==> config.mk <==
export PLATFORM = sky130hd
export DESIGN_NAME = uart_rx_ctrl
export DESIGN_NICKNAME = d
export VERILOG_FILES = /design/src/rtl/uart_rx_ctrl.sv
export SDC_FILE = /design/constraint.sdc
export NUM_CORES = 1
export LEC_CHECK = 0
export ABC_AREA = 1
export BUFFER_PORTS_ARGS = -buffer_cell sky130_fd_sc_hd__buf_2
export CAP_MARGIN = 40
export CORE_UTILIZATION = 59
export CTS_BUF_LIST = sky130_fd_sc_hd__clkbuf_2
export CTS_CLUSTER_SIZE = 40
export DETAILED_ROUTE_END_ITERATION = 6
export PLACE_DENSITY = 0.81
export REMOVE_ABC_BUFFERS = 1
export SYNTH_ARGS = -nofsm -noshare
export SYNTH_HDL_FRONTEND = slang
export SYNTH_SLANG_ARGS = --single-unit
==> constraint.sdc <==
create_clock -name clk -period 1.5 [get_ports clk]
set_input_delay 0.15 -clock clk [delete_from_list [all_inputs] [get_ports clk]]
set_output_delay 0.15 -clock clk [all_outputs]
set_load 0.02 [all_outputs]
==> src/rtl/uart_rx_ctrl.sv <==
// uart_rx_ctrl: 8N1 serial receive controller.
// Synchronises the raw rx line, times mid-bit sample points with a local
// bit-rate counter, and hands each good byte to the core over a valid/ack
// handshake with framing-error and overrun reporting.
//
// Handshake: rx_valid rises when a good frame completes and stays high until
// the consumer raises rx_ack while rx_valid=1; the flag (and overrun) clear on
// the following edge. rx_ack while rx_valid=0 has no effect. A good frame that
// completes while rx_valid=1 overwrites rx_data and sets overrun, unless
// rx_ack is high on that same edge, in which case the new byte is treated as
// a fresh delivery (rx_valid stays 1, overrun clears).
module uart_rx_ctrl #(
  parameter int DELAY_COUNTS = 16
) (
  input  logic       clk,
  input  logic       rst,
  input  logic       rx,
  input  logic       rx_ack,
  output logic [7:0] rx_data,
  output logic       rx_valid,
  output logic       framing_err,
  output logic       overrun,
  output logic       busy
);

  localparam int CW = $clog2(DELAY_COUNTS);
  localparam logic [CW-1:0] HALF = CW'((DELAY_COUNTS - 1) / 2);
  localparam logic [CW-1:0] LAST = CW'(DELAY_COUNTS - 1);

  typedef enum logic [1:0] {
    IDLE  = 2'd0,
    START = 2'd1,
    DATA  = 2'd2,
    STOP  = 2'd3
  } state_t;

  // state is kept as a named enum so checkers can bind to it directly
  state_t        state;
  state_t        state_nxt;

  logic          rx_m;
  logic          rx_s;
  logic [CW-1:0] cnt;
  logic [2:0]    bit_idx;
  logic [7:0]    shift;

  logic          end_half;
  logic          end_bit;
  logic          cnt_clr;
  logic          shift_en;
  logic          frame_good;
  logic          frame_bad;

  assign end_half = (cnt == HALF);
  assign end_bit  = (cnt == LAST);
  assign busy     = (state != IDLE);

  // two-flop synchroniser for the asynchronous line, idling high
  always_ff @(posedge clk or posedge rst) begin
    if (rst) begin
      rx_m <= 1'b1;
      rx_s <= 1'b1;
    end else begin
      rx_m <= rx;
      rx_s <= rx_m;
    end
  end

  // FSM state register
  always_ff @(posedge clk or posedge rst) begin
    if (rst) state <= IDLE;
    else     state <= state_nxt;
  end

  // FSM next-state logic
  always_comb begin
    state_nxt = state;
    case (state)
      IDLE:    if (!rx_s) state_nxt = START;
      START:   if (end_half) state_nxt = rx_s ? IDLE : DATA;
      DATA:    if (end_bit && (bit_idx == 3'd7)) state_nxt = STOP;
      STOP:    if (end_bit) state_nxt = IDLE;
      default: state_nxt = IDLE;
    endcase
  end

  // FSM control outputs for the datapath
  always_comb begin
    cnt_clr    = 1'b0;
    shift_en   = 1'b0;
    frame_good = 1'b0;
    frame_bad  = 1'b0;
    case (state)
      IDLE:  cnt_clr = 1'b1;
      START: cnt_clr = end_half && !rx_s;
      DATA:  shift_en = end_bit;
      STOP: begin
        frame_good = end_bit && rx_s;
        frame_bad  = end_bit && !rx_s;
      end
      default: cnt_clr = 1'b1;
    endcase
  end

  // bit-rate counter: wraps every DELAY_COUNTS cycles, restarted at frame and data start
  always_ff @(posedge clk or posedge rst) begin
    if (rst)          cnt <= '0;
    else if (cnt_clr) cnt <= '0;
    else if (end_bit) cnt <= '0;
    else              cnt <= cnt + 1'b1;
  end

  // bit index and LSB-first shift register
  always_ff @(posedge clk or posedge rst) begin
    if (rst) begin
      bit_idx <= '0;
      shift   <= '0;
    end else begin
      if (cnt_clr)       bit_idx <= '0;
      else if (shift_en) bit_idx <= bit_idx + 1'b1;
      if (shift_en) shift <= {rx_s, shift[7:1]};
    end
  end

  // delivery register, handshake flags and framing-error pulse
  always_ff @(posedge clk or posedge rst) begin
    if (rst) begin
      rx_data     <= '0;
      rx_valid    <= 1'b0;
      overrun     <= 1'b0;
      framing_err <= 1'b0;
    end else begin
      framing_err <= frame_bad;
      if (frame_good) begin
        rx_data  <= shift;
        rx_valid <= 1'b1;
        overrun  <= rx_valid && !rx_ack;
      end else if (rx_valid && rx_ack) begin
        rx_valid <= 1'b0;
        overrun  <= 1'b0;
      end
    end
  end

endmodule

# --- After elaboration in Yosys (flattened, before gate mapping) ---
# Index checks and enable logic that the tools add are counted.
totals:
  input_bits: 4
  wordCells: 52
  ff_bits: 30
  out_inout_bits: 12
op_classes:
  n_eq_ne: 10
  n_mux: 17
  n_reduce_logical: 13
  addsub: 2
op_table:
  columns: ["cell", "n"]
  rows:
  - ["2-bit 2-to-1 mux", 5]
  - ["4-bit 2-to-1 mux", 2]
  - ["2-bit inequality test, second input constant", 4]
  - ["2-bit case mux with 4 select lines", 1]
  - ["1-bit logical AND", 6]
  - ["1-bit 2-to-1 mux", 6]
  - ["3-bit 2-to-1 mux", 2]
  - ["2-bit nonzero test", 3]
  - ["4-bit by 1-bit adder with 4-bit output, second input constant", 1]
  - ["2-bit equality test, second input constant", 2]
  - ["4-bit by 3-bit equality test with 1-bit output, second input constant", 1]
  - ["4-bit equality test, second input constant", 1]
  - ["4-bit AND reduction", 1]
  - ["3-bit by 1-bit adder with 3-bit output, second input constant", 1]
  - ["3-bit equality test, second input constant", 1]
  - ["2-bit by 1-bit equality test with 1-bit output, second input constant", 1]
  - ["1-bit logical NOT", 2]
  - ["2-bit logical NOT", 1]
  - ["1-bit case mux with 2 select lines", 1]

# --- Longest topological paths before layout ---
logic_depth:
  word_depth: 4
  mapped_depth: 8
  ltp_nobuf: 8

# --- Worst setup path after synthesis ---
# No wires, ideal clock.
synth_timing:
  path_kind: "register -> register"
  start: "register state[0]"
  end: "register bit_idx[0]"
  path_buffers: 0
  path_stages_with_launch: 7
  period_less_slack_ns: 1.303
  path_slack_ns: 0.197
  arrival_ns: 1.176
  setup_ns: 0.127
  required_ns: 1.373
  cell_sequence: "dfrtp_1 -> nor2_1 -> clkinv_1 -> nand2_1 -> nor2_1 -> nand2_1 -> o21ai_0"
synth_via:
  elab_chain_len: 3
  word_cells_on_any_way: 7
  cone_classes: "2 x eq/ne; 3 x mux; 2 x reduce/logical"
synth_rtl:
  columns: ["item", "line_no", "text"]
  rows:
  - ["from (decl)", "38", "state_t state;"]
  - ["from (signal assigned)", "72", "else state <= state_nxt;"]
  - ["2-bit by 1-bit equality test with 1-bit output, or another cell as far along", "93", "case (state)"]
  - ["1-bit case mux with 2 select lines or 1-bit 2-to-1 mux (tied branches)", "93", null]
  - ["3-bit 2-to-1 mux or 2-bit nonzero test (tied branches)", null, null]
  - ["to (signal assigned)", "120", "else if (shift_en) bit_idx <= bit_idx + 1'b1;"]
  - ["to (decl)", "44", "logic [2:0] bit_idx;"]
# Parallel ways exist; a longest one is shown, timed or not.
# A chain may end at the register's enable or synchronous reset.

# --- Worst setup path after layout ---
layout_timing:
  start: "register cnt[0]"
  end: "register bit_idx[0]"
layout_via:
  elab_chain_len: 4
  word_cells_on_any_way: 7
  cone_classes: "2 x eq/ne; 3 x mux; 2 x reduce/logical"
layout_rtl:
  columns: ["item", "line_no", "text"]
  rows:
  - ["from (decl)", "43", "logic [CW-1:0] cnt;"]
  - ["from (signal assigned)", "110", "else cnt <= cnt + 1'b1;"]
  - ["4-bit by 3-bit equality test with 1-bit output", "54", "assign end_half = (cnt == HALF);"]
  - ["1-bit logical AND", "95", "START: cnt_clr = end_half && !rx_s;"]
  - ["1-bit case mux with 2 select lines", "93", null]
  - ["3-bit 2-to-1 mux or 2-bit nonzero test (tied branches)", null, null]
# Parallel ways exist; a longest one is shown, timed or not.

==> metrics.txt <==
placer's final routability congestion estimate 0.785; Period minus WS final 1.40 ns; Power Dens Cells 1070 nW/um2; First-pass DRT Iterations 5; GRT Util Overall 0.223; fin crit share 0.931; hold depth 0; Crit Path Max Fanout 6; die height 49.0 um; Reg2Reg Setup Slack 0.10 ns; clock latency on the worst-skew pair 0.34 ns; Logic pwr share 0.222; Starting Density 0.644; area delta synth->final 16.7%; Int Power 1.11 mW; Design Power 1.62 mW; Arr. time, crit path 1.63 ns; Leak 0.807 nW; Routed wire per std cell 11.7 um; capturing point of the worst reg2reg path bit_idx[0]; initial DRC count 14; f_max 716 MHz; Clock power frac 0.220; r2r startpoint cnt[0]; library cells used by synthesis 21; initial antenna violation count 0; post-synthesis sequential area ratio 0.579; Avg Vias per Cell 5.04; DP Worst Slack -0.00334 ns; Post-Syn Area 1300 um2; H-tree levels 2; core area 2020 um2; Die Wd 49.0 um; clock-pin transition on the worst setup and hold timing paths 0.14 ns; kind of critical path flip-flop to flip-flop; Clock Sink Count 30; vias in the first global route 931; Worst Hold Class flip-flop to flip-flop; worst-margin pin slew 0.369 ns; layout cell share with drive strength beyond 1 0.299; PortBufs 15; Min Hold Slack 0.363 ns; Syn Inst Count 135; Num CTS Buffers 5; Top FF cell, synth dfrtp_1; Synth async-reset ratio 1.00; CTS tree yes; Root Buffer clkbuf_2; cell row count 16; NetSw 515 uW; WHS Endpoint rx_s; io pins 16; DRC Markers 0; Worst Reg-to-Reg Cells 7; count leader, synth nand2_1; share of the synthesized area in the top cell type 0.538; Net Sw Frac 0.317; Final Skew 0.0138 ns; n_diodes 0; largest net degree at the start of global routing 31; global-route wire length before repair 3870 um; ANT nets after route 0; placed cells 178; Synth Register Bits 30; Slew headroom 0.754; vias 962; hold_sp rx_m; status complete, no violations; final hold vios 0; synth warn 0; CP endpoint kind flip-flop; die area 2400 um2; Synth top cells by count nand2_1, dfrtp_1, inv_1, o21ai_0, nor2_1; ranking of synthesized cells by area dfrtp_1, nand2_1, o21ai_2, inv_1, dfstp_2; startpoint types flip-flop; worst setup margin 0.104 ns; final core utilization 0.751; Final #Nets 171; CTS max path bufs 2; mean area per synthesized cell 9.64 um2; Yosys top cell by area dfrtp_1; sequential share of power 0.558; # Max-Cap Violations 0; Layout Cells excl Fill 191; Max IR drop VDD 0.000885 V; total global routing overflow 0; number of synthesized flops with an enable pin 0; setup violators final 0; fin. max-slew vios 0; DP Wirelength 1570 um; worst path required time 1.73 ns; Post-Route WL 2240 um
==> worst max-delay path by stage <==
stage	endpoint	from	depth (start not counted)
floorplan	bit_idx[0]	cnt[0]	6
global placement	overrun	cnt[0]	6
detailed placement	overrun	cnt[0]	6
CTS	shift[6]	cnt[0]	6
global route	busy	flip-flop	3
finish	bit_idx[0]	cnt[0]	7
==> metrics by stage <==
stage / TNS, ns / instance area [um2]
floorplan: 0 / 1280
global placement: 0 / 1410
detailed placement: -0.00334 / 1410
CTS: 0 / 1470
global route: -0.000204 / 1520
finish: 0 / 1520
==> area by class of cell <==
class / instances / area, um2
Tap cell: 27 / 33.8
Fill cell: 149 / 503
Multi-Input combinational cell: 85 / 470
Clock buffer: 6 / 30.0
Timing Repair Buffer: 24 / 158
Inverter: 18 / 67.6
Clock inverter: 1 / 3.75
Sequential cell: 30 / 756
==> cell usage in the layout (no fill, tap or decap), types with 4 or more instances in the layout <==
| cell | instances |
|---|---|
| nor2_1 | 9 |
| nand3_1 | 7 |
| o21ai_2 | 8 |
| buf_4 | 4 |
| buf_2 | 15 |
| clkbuf_2 | 6 |
| dfrtp_1 | 26 |
| inv_1 | 14 |
| nand2_1 | 37 |
| o21ai_0 | 10 |
==> critical path, cell delays in order (launching register included) <==
cell,delay [ns]
dfrtp_1,0.42
ha_4,0.17
nand3_2,0.14
nor3_4,0.18
buf_4,0.18
nor2_1,0.07
nand2_1,0.06
o21ai_0,0.07
==> flip-flops by register name (all words and copies together) (netlist names), named ones only <==
register and flops:
rx_data 8, shift 8, cnt 4, bit_idx 3, framing_err 1, overrun 1
rx_m 1, rx_s 1, rx_valid 1, state 1
==> cell families (layout without fill, tap and decap cells) <==
logic type,Yosys count,count (layout),synth area share
flip-flops,30,30,0.579
buffers and inverters,20,49,0.0692
adder cells (fa/ha/maj),3,3,0.0288
AO/OA/AOI/OAI,20,20,0.103
XOR/XNOR,1,1,0.00673
AND/OR/NAND/NOR,61,61,0.213
==> per-layer routing <==
metal	part of all wire	vias to the layer above	global-route usage
met2	0.50	20	0.380
li1	-	488	-
met3	0.030	7	0.0561
met5	0	-	0
met1	0.44	447	0.259
met4	0.021	0	0.118
==> power by group through the flow <==
stage | registers (mW) | logic, mW | clock network (mW)
after global placement | 0.926 | 0.260 | 0
after CTS | 0.917 | 0.280 | 0.369
after floorplan | 0.919 | 0.214 | 0
after global routing | 0.912 | 0.400 | 0.398
after detailed placement | 0.933 | 0.274 | 0
final | 0.906 | 0.360 | 0.356
==> repair_timing <==
item | CTS | global route
resized for setup | 1 | 6
pin swaps | 0 | 1
hold buffers | 3 | 0
endpoints found under the setup margin | 1 | 14
buffers inserted | 0 | 3
hold endpoints to repair | 30 | 0
Power figures use the tool's default switching activity.
